## src/rtl/handshake_const_pkg.sv

```systemverilog
`default_nettype none
// ============================================================================
// Module      : handshake_const_pkg
// Description : Shared constants for the handshake constant arbiter: the
//               requester count, the index width and the constant table.
// Revision    : 1.0 - initial release
// ============================================================================
package handshake_const_pkg;

    // Number of requester control channels. The round-robin logic assumes 4.
    localparam int N_REQ   = 4;

    // Width of a requester index.
    localparam int IDX_W   = 2;

    // Native width of the table entries. The top resizes them to DATA_WIDTH.
    localparam int CONST_W = 30;

    typedef logic [IDX_W-1:0] idx_t;

    // One constant token per requester. Entry i is returned when requester i wins.
    localparam logic [N_REQ-1:0][CONST_W-1:0] CONST_TABLE = {
        30'h15555555,   // [3]
        30'h3FFFFFFF,   // [2]
        30'h00000000,   // [1]
        30'h27EFCFB0    // [0]
    };

    // Pointer value after a grant: the search starts just past the winner, so
    // the winner drops to lowest priority on the next arbitration.
    function automatic idx_t next_ptr(input idx_t winner);
        return winner + idx_t'(1);
    endfunction

endpackage : handshake_const_pkg
`default_nettype wire

```

## src/rtl/handshake_rr_picker.sv

```systemverilog
`default_nettype none
// ============================================================================
// Module      : handshake_rr_picker
// Description : Combinational round-robin priority select. It searches the
//               valid vector starting at ptr and wrapping modulo N_REQ, and
//               returns the first set index plus an any-valid flag.
// Revision    : 1.0 - initial release
// ============================================================================
module handshake_rr_picker
    import handshake_const_pkg::*;
(
    input  logic [N_REQ-1:0] valid,
    input  logic [IDX_W-1:0] ptr,
    output logic [IDX_W-1:0] winner,
    output logic             any_valid
);

    logic             w_found;
    logic [IDX_W-1:0] w_idx;

    // Scan the offsets ptr, ptr+1, ... with wrap-around. The first hit wins.
    always_comb begin
        w_found = 1'b0;
        w_idx   = '0;
        winner  = '0;
        for (int k = 0; k < N_REQ; k++) begin
            w_idx = ptr + IDX_W'(k);
            if (!w_found && valid[w_idx]) begin
                winner  = w_idx;
                w_found = 1'b1;
            end
        end
        any_valid = |valid;
    end

endmodule : handshake_rr_picker
`default_nettype wire

```

## src/rtl/handshake_const_arbiter.sv

```systemverilog
`default_nettype none
// ============================================================================
// Module      : handshake_const_arbiter
// Description : Round-robin arbiter over N_REQ valid/ready control channels.
//               Each accepted request loads the requester's constant into a
//               single output slot. The slot drains and reloads in the same
//               cycle, so throughput is one token per cycle. A 16-bit counter
//               tracks the number of accepted tokens.
// Revision    : 1.0 - initial release
// ============================================================================
module handshake_const_arbiter
    import handshake_const_pkg::*;
#(
    parameter int DATA_WIDTH = 30,
    parameter int N_REQ      = handshake_const_pkg::N_REQ
)(
    input  logic                  clk,
    input  logic                  rst,          // synchronous, active-low
    input  logic [N_REQ-1:0]      ctrl_valid,
    output logic [N_REQ-1:0]      ctrl_ready,
    output logic [DATA_WIDTH-1:0] outs,
    output logic [1:0]            outs_index,
    output logic                  outs_valid,
    input  logic                  outs_ready,
    output logic [15:0]           grant_count
);

    // Output slot, round-robin pointer and the grant counter.
    logic                  r_full;
    logic [DATA_WIDTH-1:0] r_data;
    logic [IDX_W-1:0]      r_index;
    logic [IDX_W-1:0]      r_ptr;
    logic [15:0]           r_count;

    logic [IDX_W-1:0]      w_winner;
    logic                  w_any_valid;
    logic                  w_slot_free;
    logic                  w_load;
    logic [DATA_WIDTH-1:0] w_const;

    handshake_rr_picker u_picker (
        .valid     (ctrl_valid),
        .ptr       (r_ptr),
        .winner    (w_winner),
        .any_valid (w_any_valid)
    );

    // A slot is free if it is empty or is being drained this cycle. Loads are
    // blocked while reset is asserted, so no requester is acknowledged then.
    assign w_slot_free = !r_full || outs_ready;
    assign w_load      = rst && w_slot_free && w_any_valid;
    assign w_const     = DATA_WIDTH'(CONST_TABLE[w_winner]);

    // Acknowledge only the winning requester, and only when its token is taken.
    always_comb begin
        ctrl_ready = '0;
        if (w_load) begin
            ctrl_ready[w_winner] = 1'b1;
        end
    end

    // Slot, pointer and counter update. When a load and a drain happen in the
    // same cycle, the load takes priority and the slot stays full.
    always_ff @(posedge clk) begin
        if (!rst) begin
            r_full  <= 1'b0;
            r_data  <= '0;
            r_index <= '0;
            r_ptr   <= '0;
            r_count <= '0;
        end else if (w_load) begin
            r_full  <= 1'b1;
            r_data  <= w_const;
            r_index <= w_winner;
            r_ptr   <= next_ptr(w_winner);
            r_count <= r_count + 16'd1;
        end else if (r_full && outs_ready) begin
            r_full  <= 1'b0;
        end
    end

    assign outs        = r_data;
    assign outs_index  = r_index;
    assign outs_valid  = r_full;
    assign grant_count = r_count;

endmodule : handshake_const_arbiter
`default_nettype wire

```

## config.mk

```make
export PLATFORM = sky130hd
export DESIGN_NAME = handshake_const_arbiter
export DESIGN_NICKNAME = d
export VERILOG_FILES = /design/src/rtl/handshake_const_pkg.sv /design/src/rtl/handshake_rr_picker.sv /design/src/rtl/handshake_const_arbiter.sv
export SDC_FILE = /design/constraint.sdc
export NUM_CORES = 1
export LEC_CHECK = 0
export ABC_AREA = 1
export BUFFER_PORTS_ARGS = -buffer_cell sky130_fd_sc_hd__buf_4
export CAP_MARGIN = 5
export CORE_MARGIN = 3
export CORE_UTILIZATION = 45
export DETAILED_ROUTE_END_ITERATION = 12
export PLACE_DENSITY = 0.74
export SLEW_MARGIN = 20
export SYNTH_ARGS = -nofsm -noshare
export SYNTH_HDL_FRONTEND = slang
export SYNTH_SLANG_ARGS = --single-unit
```

## constraint.sdc

```tcl
create_clock -name clk -period 3.3 [get_ports clk]
set_clock_uncertainty 0.15 [all_clocks]
set_input_delay 0 -clock clk [delete_from_list [all_inputs] [get_ports clk]]
set_output_delay 0 -clock clk [all_outputs]
set_load 0.02 [all_outputs]
```

### Word-level counts from Yosys, hierarchy flattened

Cells that the tools add are included.

* add/sub/neg operators: 5
* magnitude comparators: 6
* mux-type cells: 22
* reductions and logical operators: 14

Operator list (count)
* $bmux W30 S2: 1
* $mux W30: 1
* $add A16 B1 Y16 const B: 1
* $lt A2 B3 Y1 const B: 5
* $mux W1: 10
* $bmux W1 S2: 4
* $mux W2: 4
* $logic_and A1 B1 Y1: 7
* $add A2 B1 Y2 const B: 2
* $add A2 B2 Y2 const B: 2
* $logic_not A1 Y1: 4
* $mux W4: 1
* $reduce_or A4 Y1: 1
* $demux W1 S2: 1
* $ge A2 B1 Y1 const B: 1
* $reduce_bool A2 Y1: 1
* $logic_or A1 B1 Y1: 1

* register bits after elaboration: 51
* bits of input ports: 7
* output and inout bits: 53
* word-level logic and storage cells: 52

### Logic depth before layout (Yosys ltp)

* word-level depth: 17
* gate-level depth with buffers: 15

### Modules after synthesis

Synthesis repeated with hierarchy kept, for this count alone.

* cell total of the unflattened synthesis: 245
* area total of the unflattened synthesis: 1624.1 um2

By module, submodules not included
* handshake_const_arbiter: instances 1, cells an instance 196, area each 1381.3 um2, sequential area each 480.5 um2
* handshake_rr_picker: instances 1, cells an instance 49, area each 242.7 um2, sequential area each 0.0 um2

### Least setup slack after synthesis

Ideal clock, no wire load.

* path kind: reg2reg
* from: register r_ptr[0]
* to: register r_data[26], in the netlist outs[26]
* library setup time: 133 ps
* arrival time: 1930 ps
* setup slack: 1088 ps
* cell stages (with the launch flop): 14
* period minus slack after synthesis: 2212 ps
* cells stage by stage: dfxtp_1 > buf_4 > inv_4 > nand2_1 > nand2_2 > nand2_1 > nand2_2 > nor2_4 > nand4_1 > nand2_1 > ha_1 > inv_1 > nor2_1 > nor2_1

* word-level cells in the longest chain between the ends: 14
* elaborated cells on any way between the ends: 26

Ends and longest elaborated chain
* start: declaration: line handshake_const_arbiter.sv:32 `logic [IDX_W-1:0] r_ptr;`
* start signal: assignment: line handshake_const_arbiter.sv:75 `r_ptr <= next_ptr(w_winner);`
* branches (longest 11 deep; another with $add A2 B1 Y2)
* $mux W2 *: line handshake_rr_picker.sv:28 `if (!w_found && valid[w_idx]) begin`
* named net u_picker.winner[0]: line handshake_rr_picker.sv:14 `output logic [IDX_W-1:0] winner,`
* $bmux W30 S2 *: line handshake_const_arbiter.sv:52 `assign w_const = DATA_WIDTH'(CONST_TABLE[w_winner]);`
* $mux W30 (not written as such) *: line handshake_const_arbiter.sv:52
* end signal: assignment: line handshake_const_arbiter.sv:73 `r_data <= w_const;`
* end: declaration: line handshake_const_arbiter.sv:30 `logic [DATA_WIDTH-1:0] r_data;`

Mark *: on every way through the listed nets, which the timed path passes. The select of a mux whose other input is x is not followed.
A chain may end at the register's enable or synchronous reset.

### Worst setup path after layout

* from: register r_ptr[0]
* to: output ctrl_ready[3]

* word-level cells in the longest chain between the ends: 17
* elaborated cells on any way between the ends: 30

Ends and longest elaborated chain
* branches (longest 11 deep; another with $add A2 B1 Y2)
* $mux W2 *: line handshake_rr_picker.sv:28
* named net u_picker.winner[1]: line handshake_rr_picker.sv:14
* $lt A2 B3 Y1 (not written as such) or $ge A2 B1 Y1 (tied branches): line handshake_const_arbiter.sv:58 `ctrl_ready[w_winner] = 1'b1;`
* $logic_and A1 B1 Y1 (not written as such): line handshake_const_arbiter.sv:58
* $mux W1 (not written as such): line handshake_const_arbiter.sv:58
* $demux W1 S2 *: line handshake_const_arbiter.sv:58
* $mux W4 *: line handshake_const_arbiter.sv:57 `if (w_load) begin`
* end: declaration: line handshake_const_arbiter.sv:20 `output logic [N_REQ-1:0] ctrl_ready,`

Marks and branches as above.

==> results.cfg <==
[setup_path]
path_cells = inv_4 > nand2_1 > nand2_1 > nand2_1 > nand2_2 > nor2_4 > nand3_1 > nand3_1 > nand2_1 > inv_1 > ha_1 > inv_1 > nor2_1 > buf_4
slowest_stage = dfxtp_1
worstSetupPathType = reg -> out
path_delay_family = simple AND/OR/NAND/NOR gates
crit_path_max_incr_delay_ns = 0.72
cp_common_cell = nand2_1
cp-start-kind = flop
required_ns = 3.15
critPathCaptureType = output port
crit_arrival_ns = 2.39
crit_buf_inv = 4
cp_max_fo = 20

[yosys]
synth-edff-count = 0
synthesis.nets = 262
synth.distinct_cells = 26
synth_area_per_cell_um2 = 6.60
synthTopCellsByCount = 63 x nand2_1, 30 x buf_4, 28 x inv_1, 23 x dfxtp_1, 21 x nor2_1
syn_inst = 250
netlist.area_leader.share_pct = 27.9
syn_area_mm2 = 0.00165
synthFlopType = dfxtp_1
yosysTopAreaCell = dfxtp_1
ys_ff_latch = 23
yosysMostFrequentCell = nand2_1
synthTopCellsByArea = dfxtp_1 28%, nand2_1 14%, buf_4 14%
async_reset_ff_share_pct = 0
yosysSeqAreaShare_pct = 27.9
synth_warnings = 0

[sta]
setup_viol = 0
finalHoldViolCount = 0
slew_headroom_pct = 58.5
fmax_mhz = 394
grt_setup_unrepaired = no
period_minus_slack_ns = 2.54
tightest_slew_ns = 0.622
final.period_utilization_pct = 76.9
slew_violations = 0
setup_tns_ns = 0

[floorplan]
start_util_pct = 47.9
chipHeight_um = 66.5
die_w_um = 66.5
die_area_mm2 = 0.00443
core_area_mm2 = 0.00344
row_count = 21
pin_count = 60

[clock_network]
post-cts-setup-buffer-count = 0
cts_resized = 0
clock_tree.htree_level_count = 1
clk_pin_slew_ns = 0.08
tritoncts = yes
root_buffer = clkbuf_8
cts_sinks = 23
worstSkewPairLatency_ns = 0.26
cts_made_buffers = 3
holdBufCountCts = 2
clockBufferDepth = 2

[drt]
routedWlPerCell_um = 10.6
first_pass_iters = 4
dr.first_iter.drc_count = 81
dr_total_vias = 1540
avgViaCountPerCell = 4.68
ant_nets = 0
wirelength_um = 3490
route.detailed.drc = 0

[placement]
gp_congestion = 0.826
port_buffers = 59
hpwl_um = 2670

[finish]
drive_gt1_share_pct = 28.3
nets = 296
post-route-util_pct = 57.5
syn_to_final_growth_pct = 20.1
antenna_cells = 0
fill_cells = 371

[power_and_ir_drop]
ir_drop_mv = 0.295
p_leak_nw = 0.939
cellPowerDensity_mw_per_mm2 = 748

[worst_hold_path]
hold_path_class = in -> reg

[global_routing]
antenna_found_initial = 0
grt_overflow_total = 0
grt_pass1_vias = 1333
grt_max_degree = 21
grt_pass1_wl_um = 5890
track_usage_pct = 16.7

[outcome]
status = complete, no violations

[job]
maxCapViolCount = 0
[per-stage QoR]
stage                     instance area, um2  cells  hold WS, ns  total power [mW]  setup slack, ns
after floorplan                         1650    250      -0.0292              1.17             1.09
after global placement                  1920    323        0.144              1.31             1.07
after detailed placement                1920    323        0.144              1.32             1.03
after CTS                               1980    329       0.0202              1.50            0.735
after global routing                    1980    329       0.0539              1.62            0.418
final                                   1980    329       0.0162              1.48            0.761
[tightest hold or removal path: cells and delay by family]
kind	cells	cell delay, ns
AO/OA/AOI/OAI	1	0.10
AND/OR/NAND/NOR	1	0.13
buffers and inverters	3	0.17
[cells in the final DEF (no fill, tap or decap), drive strengths merged]
cell type / count
nand3: 14
nor3: 11
o21a: 2
nand2: 69
dfxtp: 23
inv: 34
xor2: 5
nor3b: 1
o21ai: 10
ha: 5
and3: 1
nor2: 26
nand4: 4
buf: 59
a21oi: 12
a22o: 1
dlygate4sd3: 2
clkbuf: 4
[layout make-up]
cell class                 count  area, um2  share of cell area, %
clock buffer                   4       45.0                   2.27
tap                           46       57.6                   2.91
sequential                    23        460                   23.2
multi-input combinational    161        825                   41.6
timing repair buffer          61        463                   23.4
inverter                      34        130                   6.57
[per-layer routing]
metal / share of wire [%] / wire length (um) / track usage [%]
met1: 49 / 1700 / 23.0
met2: 44 / 1530 / 27.5
met3: 6.6 / 232 / 2.19
met4: 0.83 / 29 / 4.31
met5: 0 / 0 / 0
[flip-flops by register name, indices dropped and copies added, names as in the netlist]
| signal | cells |
|---|---|
| outs | 3 |
| outs_index | 1 |
| r_ptr | 2 |
| outs_valid | 1 |
| grant_count | 16 |
[power by group]
part	switching (mW)	leakage, nW	internal (mW)	total [mW]
Clock	0.0862	0.0228	0.0860	0.172
Sequential	0.0717	0.188	0.312	0.384
Combinational	0.566	0.729	0.360	0.926
Total	0.723	0.939	0.759	1.48
[cell families (layout without fill, tap and decap cells)]
family	Yosys count	after routing	synth area share, %
flip-flops	23	23	27.9
XOR/XNOR	5	5	2.66
AND/OR/NAND/NOR	126	126	35.4
AO/OA/AOI/OAI	25	25	8.12
adder cells (fa/ha/maj)	5	5	3.79
buffers and inverters	66	99	22.1
[path summary, 6_finish.rpt]
check | from | end | slack (ns) | depth (start not counted)
worst max-delay path | r_ptr[0] | ctrl_ready[3] | 0.76 | 14
worst min-delay path | ctrl_valid[1] | outs_valid | 0.02 | 5
worst max register to register | r_ptr[0] | r_ptr[1] | 1.04 | 12
worst min register to register | grant_count[14] | grant_count[14] | 0.33 | 2
No activity file was read; power rests on OpenSTA's default activity.
